File: src/rtl/seg_display_arbiter_if.sv
// Bundle between the value sources and the seven-segment display arbiter.
// Sources hold req[i] high while they want the display; grant[i] is the acknowledge.
interface seg_display_arbiter_if #(
    parameter int NUM_REQ = 4
);
    // Level handshake: req[i] is a sustained level (not a pulse); the arbiter answers with
    // a one-hot grant and the source keeps req[i] high for as long as it wants the display.
    logic [NUM_REQ-1:0]    req;
    logic [NUM_REQ*14-1:0] value;
    logic                  next_pulse;
    logic [NUM_REQ-1:0]    grant;
    logic [13:0]           displayed_number;
    logic                  blank;
    logic                  ovf;
    logic                  state_dbg;

    modport master (
        output req, value, next_pulse,
        input  grant, displayed_number, blank, ovf, state_dbg
    );

    modport slave (
        input  req, value, next_pulse,
        output grant, displayed_number, blank, ovf, state_dbg
    );
endinterface

File: src/rtl/seg_display_arbiter.sv
// Round-robin time-sharing of the 4-digit display between NUM_REQ value sources,
// with dwell timeout, next-button advance, blanking and 9999 saturation.
module seg_display_arbiter #(
    parameter int NUM_REQ     = 4,
    parameter int HOLD_CYCLES = 100000000,
    parameter int CNT_WIDTH   = 27
) (
    input  logic                  clk,
    input  logic                  rst,
    seg_display_arbiter_if.slave  bus
);
    localparam int PTR_W = (NUM_REQ > 1) ? $clog2(NUM_REQ) : 1;
    localparam logic [13:0] MAX_DISP = 14'd9999;
    localparam logic [CNT_WIDTH-1:0] DWELL_LAST = CNT_WIDTH'(HOLD_CYCLES - 1);

    typedef enum logic {
        IDLE = 1'b0,
        SHOW = 1'b1
    } state_t;

    state_t               state, state_n;
    logic [PTR_W-1:0]     ptr, ptr_n, win;
    logic [CNT_WIDTH-1:0] dwell, dwell_n;
    logic [NUM_REQ-1:0]   grant_n;
    logic [13:0]          raw, disp_n;
    logic                 ovf_n;

    // Scan ptr+1, ptr+2, ... with wrap; the nearest requester wins, so the current
    // owner (offset NUM_REQ) is only chosen when nobody else is asking.
    function automatic logic [PTR_W-1:0] rr_pick(input logic [NUM_REQ-1:0] r,
                                                 input logic [PTR_W-1:0]   p);
        logic [PTR_W-1:0] w;
        logic [PTR_W-1:0] idx;
        w = p;
        for (int k = NUM_REQ; k >= 1; k--) begin
            idx = PTR_W'((int'(p) + k) % NUM_REQ);
            if (r[idx]) w = idx;
        end
        return w;
    endfunction

    always_ff @(posedge clk or negedge rst) begin
        if (!rst) begin
            state <= IDLE;
            ptr   <= PTR_W'(NUM_REQ - 1);
            dwell <= '0;
        end else begin
            state <= state_n;
            ptr   <= ptr_n;
            dwell <= dwell_n;
        end
    end

    always_comb begin
        state_n = state;
        ptr_n   = ptr;
        dwell_n = dwell;
        win     = rr_pick(bus.req, ptr);
        case (state)
            IDLE: begin
                if (|bus.req) begin
                    state_n = SHOW;
                    ptr_n   = win;
                    dwell_n = '0;
                end
            end
            SHOW: begin
                if (!bus.req[ptr]) begin
                    dwell_n = '0;
                    if (|bus.req) ptr_n = win;
                    else          state_n = IDLE;
                end else if (bus.next_pulse || (dwell == DWELL_LAST)) begin
                    ptr_n   = win;
                    dwell_n = '0;
                end else begin
                    dwell_n = dwell + 1'b1;
                end
            end
            default: state_n = IDLE;
        endcase
    end

    // Outputs are computed from the upcoming owner so grant and display change together.
    always_comb begin
        raw     = '0;
        grant_n = '0;
        disp_n  = '0;
        ovf_n   = 1'b0;
        for (int i = 0; i < NUM_REQ; i++) begin
            if (ptr_n == PTR_W'(i)) raw = bus.value[14*i +: 14];
        end
        if (state_n == SHOW) begin
            grant_n = NUM_REQ'(1) << ptr_n;
            if (raw > MAX_DISP) begin
                disp_n = MAX_DISP;
                ovf_n  = 1'b1;
            end else begin
                disp_n = raw;
            end
        end
    end

    always_ff @(posedge clk or negedge rst) begin
        if (!rst) begin
            bus.grant            <= '0;
            bus.displayed_number <= '0;
            bus.blank            <= 1'b1;
            bus.ovf              <= 1'b0;
        end else begin
            bus.grant            <= grant_n;
            bus.displayed_number <= disp_n;
            bus.blank            <= (state_n == IDLE);
            bus.ovf              <= ovf_n;
        end
    end

    assign bus.state_dbg = state;
endmodule

File: src/flat_wrapper.sv
// flat-port wrapper written by rule: the top's interface ports become plain ports
module seg_display_arbiter_flat 
#(
    parameter int NUM_REQ     = 4,
    parameter int HOLD_CYCLES = 100000000,
    parameter int CNT_WIDTH   = 27
)
  (clk, rst, bus_req, bus_value, bus_next_pulse, bus_grant, bus_displayed_number, bus_blank, bus_ovf, bus_state_dbg);
  seg_display_arbiter_if #(.NUM_REQ(NUM_REQ)) bus_i ();
  input  logic clk;
  input  logic rst;
  input wire logic [$bits(bus_i.req)-1:0] bus_req;
  input wire logic [$bits(bus_i.value)-1:0] bus_value;
  input wire logic [$bits(bus_i.next_pulse)-1:0] bus_next_pulse;
  output wire logic [$bits(bus_i.grant)-1:0] bus_grant;
  output wire logic [$bits(bus_i.displayed_number)-1:0] bus_displayed_number;
  output wire logic [$bits(bus_i.blank)-1:0] bus_blank;
  output wire logic [$bits(bus_i.ovf)-1:0] bus_ovf;
  output wire logic [$bits(bus_i.state_dbg)-1:0] bus_state_dbg;
  assign bus_i.req = bus_req;
  assign bus_i.value = bus_value;
  assign bus_i.next_pulse = bus_next_pulse;
  assign bus_grant = bus_i.grant;
  assign bus_displayed_number = bus_i.displayed_number;
  assign bus_blank = bus_i.blank;
  assign bus_ovf = bus_i.ovf;
  assign bus_state_dbg = bus_i.state_dbg;
  seg_display_arbiter #(.NUM_REQ(NUM_REQ), .HOLD_CYCLES(HOLD_CYCLES), .CNT_WIDTH(CNT_WIDTH)) u_core (.clk(clk), .rst(rst), .bus(bus_i));
endmodule
File: config.mk
export PLATFORM = sky130hd
export DESIGN_NAME = seg_display_arbiter_flat
export DESIGN_NICKNAME = d
export VERILOG_FILES = /design/src/rtl/seg_display_arbiter_if.sv /design/src/rtl/seg_display_arbiter.sv /design/src/flat_wrapper.sv
export SDC_FILE = /design/constraint.sdc
export NUM_CORES = 1
export LEC_CHECK = 0
export CELL_PAD_IN_SITES_DETAIL_PLACEMENT = 1
export CELL_PAD_IN_SITES_GLOBAL_PLACEMENT = 1
export CORE_UTILIZATION = 31
export DETAILED_ROUTE_END_ITERATION = 10
export PLACE_DENSITY = 0.7
export SYNTH_ARGS = -nofsm -noshare
export SYNTH_HDL_FRONTEND = slang
export SYNTH_SLANG_ARGS = --single-unit
File: constraint.sdc
create_clock -name clk -period 4.4 [get_ports clk]
set_input_delay 1.32 -clock clk [delete_from_list [all_inputs] [get_ports clk]]
set_output_delay 1.32 -clock clk [all_outputs]
set_load 0.02 [all_outputs]
### After elaboration in Yosys (flattened, before gate mapping)

Cells that the tools add are included.

| operators by class | value |
|---|---|
| add/sub/neg operators | 5 |
| magnitude comparators | 6 |
| equal/unequal tests | 5 |
| shift operators | 1 |
| muxes and demuxes | 34 |
| bitwise operators | 2 |
| reductions and logical operators | 3 |

Operators with widths:

| operator | number |
|---|---|
| two-way mux 14 bit | 6 |
| two-way mux 27 bit | 3 |
| one-hot mux 27 bit (2 select lines) | 1 |
| adder 27 x 1 -> 27 bit, second input constant | 1 |
| == test 27 bit, second input constant | 1 |
| less-than comparator 2 x 3 -> 1 bit, second input constant | 5 |
| greater-than comparator 14 bit, second input constant | 1 |
| two-way mux 2 bit | 7 |
| binary-select mux 1 bit (select 2 bit) | 5 |
| two-way mux 1 bit | 9 |
| adder 2 x 1 -> 2 bit, second input constant | 2 |
| adder 2 bit, second input constant | 2 |
| == test 2 bit, second input constant | 2 |
| two-way mux 4 bit | 1 |
| one-hot mux 2 bit (2 select lines) | 1 |
| OR reduction 4 bit | 1 |
| left shift 1 x 2 -> 4 bit, first input constant | 1 |
| == test 2 x 1 -> 1 bit, second input constant | 1 |
| zero test 2 bit | 1 |
| inequality test 2 x 1 -> 1 bit, second input constant | 1 |
| inverter 1 bit | 2 |
| one-hot mux 1 bit (2 select lines) | 1 |
| logical OR 1 bit | 1 |

| word-level totals | value |
|---|---|
| register bits after elaboration | 50 |
| output and inout bits | 21 |
| logic and storage cells | 63 |

### Longest topological paths before layout

| depth | value |
|---|---|
| word-level depth | 18 |
| depth in mapped cells | 13 |
| depth with buffers taken out | 11 |

### Least setup slack after synthesis

OpenSTA, ideal clock, no wires.

| path | value |
|---|---|
| kind | input-to-reg |
| start | input port bus_req[3] |
| end | register u_core.bus.displayed_number[11] |
| data arrival time | 3,590 ps |
| data required time | 4,288 ps |
| slack | 699 ps |
| stages on the path | 10 |
| buffers on the path | 2 |
| path through | nor4bb_1 a41o_1 or4_1 o221a_1 buf_4 buf_2 a2111oi_0 a31o_2 a21oi_2 a2111oi_2 |

| on the way | value |
|---|---|
| word-level cells in the longest chain between the ends | 17 |

Ends and longest elaborated chain:

| element | RTL line | text |
|---|---|---|
| from (decl) | flat_wrapper.sv:12 | `input wire logic [$bits(bus_i.req)-1:0] bus_req;` |
| binary-select mux 1 bit (select 2 bit) | seg_display_arbiter.sv:37 | `if (r[idx]) w = idx;` |
| two-way mux 1 bit (not written as such) | seg_display_arbiter.sv:37 |  |
| two-way mux 2 bit (4 in series) | seg_display_arbiter.sv:37 |  |
| two-way mux 2 bit, on equally long branches | seg_display_arbiter.sv:61, seg_display_arbiter.sv:70, seg_display_arbiter.sv:72 |  |
| two-way mux 2 bit | seg_display_arbiter.sv:68 | `if (!bus.req[ptr]) begin` |
| one-hot mux 2 bit (2 select lines) | seg_display_arbiter.sv:59 | `case (state)` |
| zero test 2 bit | seg_display_arbiter.sv:90 | `if (ptr_n == PTR_W'(i)) raw = bus.value[14*i +: 14];` |
| two-way mux 14 bit (4 in series) | seg_display_arbiter.sv:90 |  |
| greater-than comparator 14 bit | seg_display_arbiter.sv:94 | `if (raw > MAX_DISP) begin` |
| two-way mux 14 bit | seg_display_arbiter.sv:94 |  |
| two-way mux 14 bit (*) | seg_display_arbiter.sv:92 | `if (state_n == SHOW) begin` |
| named net u_core.disp_n[11] | seg_display_arbiter.sv:25 | `logic [13:0] raw, disp_n;` |
| to (signal assigned) | seg_display_arbiter.sv:111 | `bus.displayed_number <= disp_n;` |
| to (decl) | seg_display_arbiter_if.sv:24 | `output grant, displayed_number, blank, ovf, state_dbg` |

Mark *: on every way through the listed nets, which the timed path passes. The rest lies on a longest branch. The select of a mux whose other input is x is not followed.
A chain may end at the register's enable or synchronous reset.

### Final worst setup path

| path | value |
|---|---|
| start | input port bus_req[3] |
| end | register u_core.bus.displayed_number[4] |

Same word-level chain as after synthesis.

==> flow_summary.ini <==
[logic_synthesis]
synth_top_family_by_area = simple AND/OR/NAND/NOR gates
syn_area_um2 = 2960
synthAdderAreaFrac = 0.00423
synthArstFlopShare = 1.00
synth-edff-count = 0
ys_ff_latch = 50
yosys.cell_types.count = 61
ys.flop_type = dfrtp_1
syn_avg_cell_area_um2 = 9.79
synthXorXnorAreaFrac = 0.0533
synth_fp_nets = 366
muxShareOfSynthArea = 0.0981
synth_compound_area_frac = 0.157
postSynthCellCount = 302
synth_simple_gate_area_frac = 0.226
yosysSeqAreaShare = 0.424
ys.warnings.count = 0

[pwr]
power_frac_comb = 0.597
peakVddDrop_mv = 0.271
power.leakage_nw = 1.68
power_frac_seq = 0.276
clock_power_share = 0.127
intPower_w = 0.00137
switching_power_w = 0.000942
switching_share = 0.408
powerDensity_nw_per_um2 = 551

[grt]
grt_pass1_wl_um = 15100
grt_use_total = 0.195
antenna_found_initial = 0
gr-total-overflow = 0
grt_pass1_vias = 2967
grt_max_degree = 37

[floorplanning]
num_io_pins = 84
die_width_um = 99.7
die_y_um = 99.7
initial_core_util = 0.320
rows = 35
core_um2 = 9240
dieArea_um2 = 9940

[placed_design]
dpl.hpwl_um = 7340
place_congestion = 0.848
placed_area_um2 = 4090
portBuffers = 83

[clock_tree]
holdBufCountCts = 0
cts_root_buf = clkbuf_8
cts_setup_buffers = 0
cts_tree = built
htree_num_levels = 2
clock-sinks = 50
clock_latency_ns = 0.31
cts_made_buffers = 5
path_clk_slew_ns = 0.10
max-clock-path-buffers = 2
post_cts_resize_count = 0

[timing]
period_minus_slack_ns = 4.15
worst_pin_slew_ns = 0.842
slew_viol_final = 0
finalHoldViolations = 0
fin_skew_ns = 0.00976
max_slew_margin = 0.439
rsz0062_at_grt = false
fin_crit_sh = 0.943
fmax_mhz = 241
setup_viol = 0

[detailed_routing]
ant_nets = 0
wirelength_um = 9070
wl_per_cell_um = 16.9
num_vias = 2740
drt_iter0_markers = 92
viasPerCell = 5.10
firstDrtPassIters = 4
drc = 0

[critical_path]
worst-path-stages = 11
rr_worst_depth = 10
critical_path_class = input port to register
path_cells = clkdlybuf4s50_1 > nor4bb_1 > a41o_1 > or4_1 > o221a_1 > buf_4 > a2111oi_0 > a31o_2 > a21oi_2 > buf_4 > a2111oi_2
end_kind = register
cp_slowest_stage_delay_ns = 0.50
cpMostUsedCell = buf_4
cp_max_fo = 11
startpoint = bus_req[3]
reg2reg_from = u_core.dwell[10]$_DFFE_PN0P_
slowest_stage = clkdlybuf4s50_1
rr_endpoint = u_core.bus.displayed_number[4]$_DFF_PN0_
cp-start-kind = input port
critPathArrivalTime_ns = 4.35
cp_top_family = compound AO/OA/AOI/OAI gates
endpoint = u_core.bus.displayed_number[4]$_DFF_PN0_
worst-path-buf-inv = 3
reg2reg_setup_slack_ns = 1.00
required_ns = 4.60

[worst_hold_path]
min_path_type = register to register

[layout]
nets = 471
antenna_cells = 0
ff_latch_area_um2 = 1250
fin_util = 0.453
final_layout_size_suffix_gt1_frac = 0.159
fillerInstances = 1085
multi_input_area_um2 = 1590
synthToLayoutAreaGrowth_pct = 41.5
final_area_um2 = 4190

[run_status]
outcome = finished clean

[job]
cap_violations = 0
final cells by class:
type / instances / area share
clock buffer: 5 / 0.0164
clock inverter: 3 / 0.00687
sequential: 50 / 0.300
inverter: 12 / 0.0108
tap: 129 / 0.0386
multi-input combinational: 227 / 0.380
timing repair buffer: 111 / 0.247
Yosys cell counts, types with 2 or more instances:
library cell | instances | area, µm²
or3_1 | 6 | 37.5
o21ai_0 | 11 | 55.1
nand3b_1 | 2 | 15.0
nor3_1 | 14 | 70.1
and3_1 | 3 | 18.8
buf_2 | 5 | 25.0
nand2_1 | 26 | 97.6
nor3b_1 | 2 | 15.0
and2_1 | 5 | 31.3
buf_4 | 3 | 22.5
xnor2_1 | 8 | 70.1
a31o_2 | 4 | 35.0
nor2b_1 | 2 | 12.5
clkbuf_1 | 3 | 11.3
nor2_1 | 36 | 135
nand2b_1 | 6 | 37.5
dfrtp_1 | 47 | 1180
a211oi_1 | 6 | 45.0
mux2_2 | 2 | 22.5
inv_1 | 10 | 37.5
mux2i_1 | 11 | 110
or4_1 | 2 | 15.0
mux4_2 | 7 | 158
a2111oi_2 | 4 | 60.1
o31ai_1 | 5 | 37.5
a21oi_1 | 7 | 35.0
dfstp_2 | 3 | 78.8
nand4b_1 | 2 | 17.5
nand3_1 | 12 | 60.1
nand4_1 | 5 | 31.3
buf_1 | 2 | 7.51
a32o_1 | 3 | 30.0
xor2_1 | 10 | 87.6
routing by layer:
metal  vias up  GRT usage  wire, µm
met1      1338      0.234      3890
met5         -          0         0
li1       1313          -         -
met4         0     0.0475       111
met3         9     0.0513       587
met2        80      0.347      4490
cells by family after synthesis:
kind of cell	Yosys count
AND/OR/NAND/NOR	130
AO/OA/AOI/OAI	58
flip-flops	50
buffers and inverters	25
multiplexers	20
XOR/XNOR	18
adder cells (fa/ha/maj)	1
worst min-delay path by stage:
stage / depth (start not counted) / from / to / slack (ns)
2_1_floorplan: 1 / u_core.dwell[3]$_DFFE_PN0P_ / u_core.dwell[3]$_DFFE_PN0P_ / 0.46
3_3_place_gp: 1 / u_core.dwell[3]$_DFFE_PN0P_ / u_core.dwell[3]$_DFFE_PN0P_ / 0.49
3_5_place_dp: 1 / u_core.dwell[3]$_DFFE_PN0P_ / u_core.dwell[3]$_DFFE_PN0P_ / 0.52
4_1_cts: 1 / u_core.dwell[3]$_DFFE_PN0P_ / u_core.dwell[3]$_DFFE_PN0P_ / 0.54
5_1_grt: 1 / u_core.dwell[3]$_DFFE_PN0P_ / u_core.dwell[3]$_DFFE_PN0P_ / 0.55
6_report: 1 / u_core.dwell[3]$_DFFE_PN0P_ / u_core.dwell[3]$_DFFE_PN0P_ / 0.53
stage by stage:
stage | total power [W] | TNS (ns) | std cells | worst slack [ns] | hold slack (ns)
final | 0.00231 | 0 | 537 | 0.251 | 0.533
after global routing | 0.00247 | 0 | 537 | 0.0580 | 0.553
after CTS | 0.00234 | 0 | 537 | 0.246 | 0.537
after detailed placement | 0.00204 | -0.279 | 529 | -0.0794 | 0.521
after floorplan | 0.00146 | 0 | 302 | 0.699 | 0.464
after global placement | 0.00201 | 0 | 529 | 0.0344 | 0.493
registers in the layout (all words and copies together) (netlist names):
name	flops
u_core.dwell	27
u_core.bus.displayed_number	14
u_core.bus.grant	4
u_core.ptr	2
u_core.bus.blank	1
u_core.bus.ovf	1
u_core.bus.state_dbg	1
placed cells by master, fill, tap and decap left out, drive strengths merged, types with 7 or more instances in the layout:
cell,n
a21oi,8
buf,29
clkdlybuf4s50,82
dfrtp,47
inv,12
mux2i,11
mux4,7
nand2,26
nand3,12
nor2,36
nor3,15
o21ai,11
xnor2,8
xor2,10
power by group through the flow:
stage	Combinational (W)	Clock, W	Sequential, W
after floorplan	0.000750	0	0.000705
after global placement	0.00136	0	0.000647
after detailed placement	0.00139	0	0.000645
after CTS	0.00140	0.000306	0.000637
after global routing	0.00150	0.000321	0.000649
final	0.00138	0.000294	0.000637
Power figures use the tool's default switching activity.
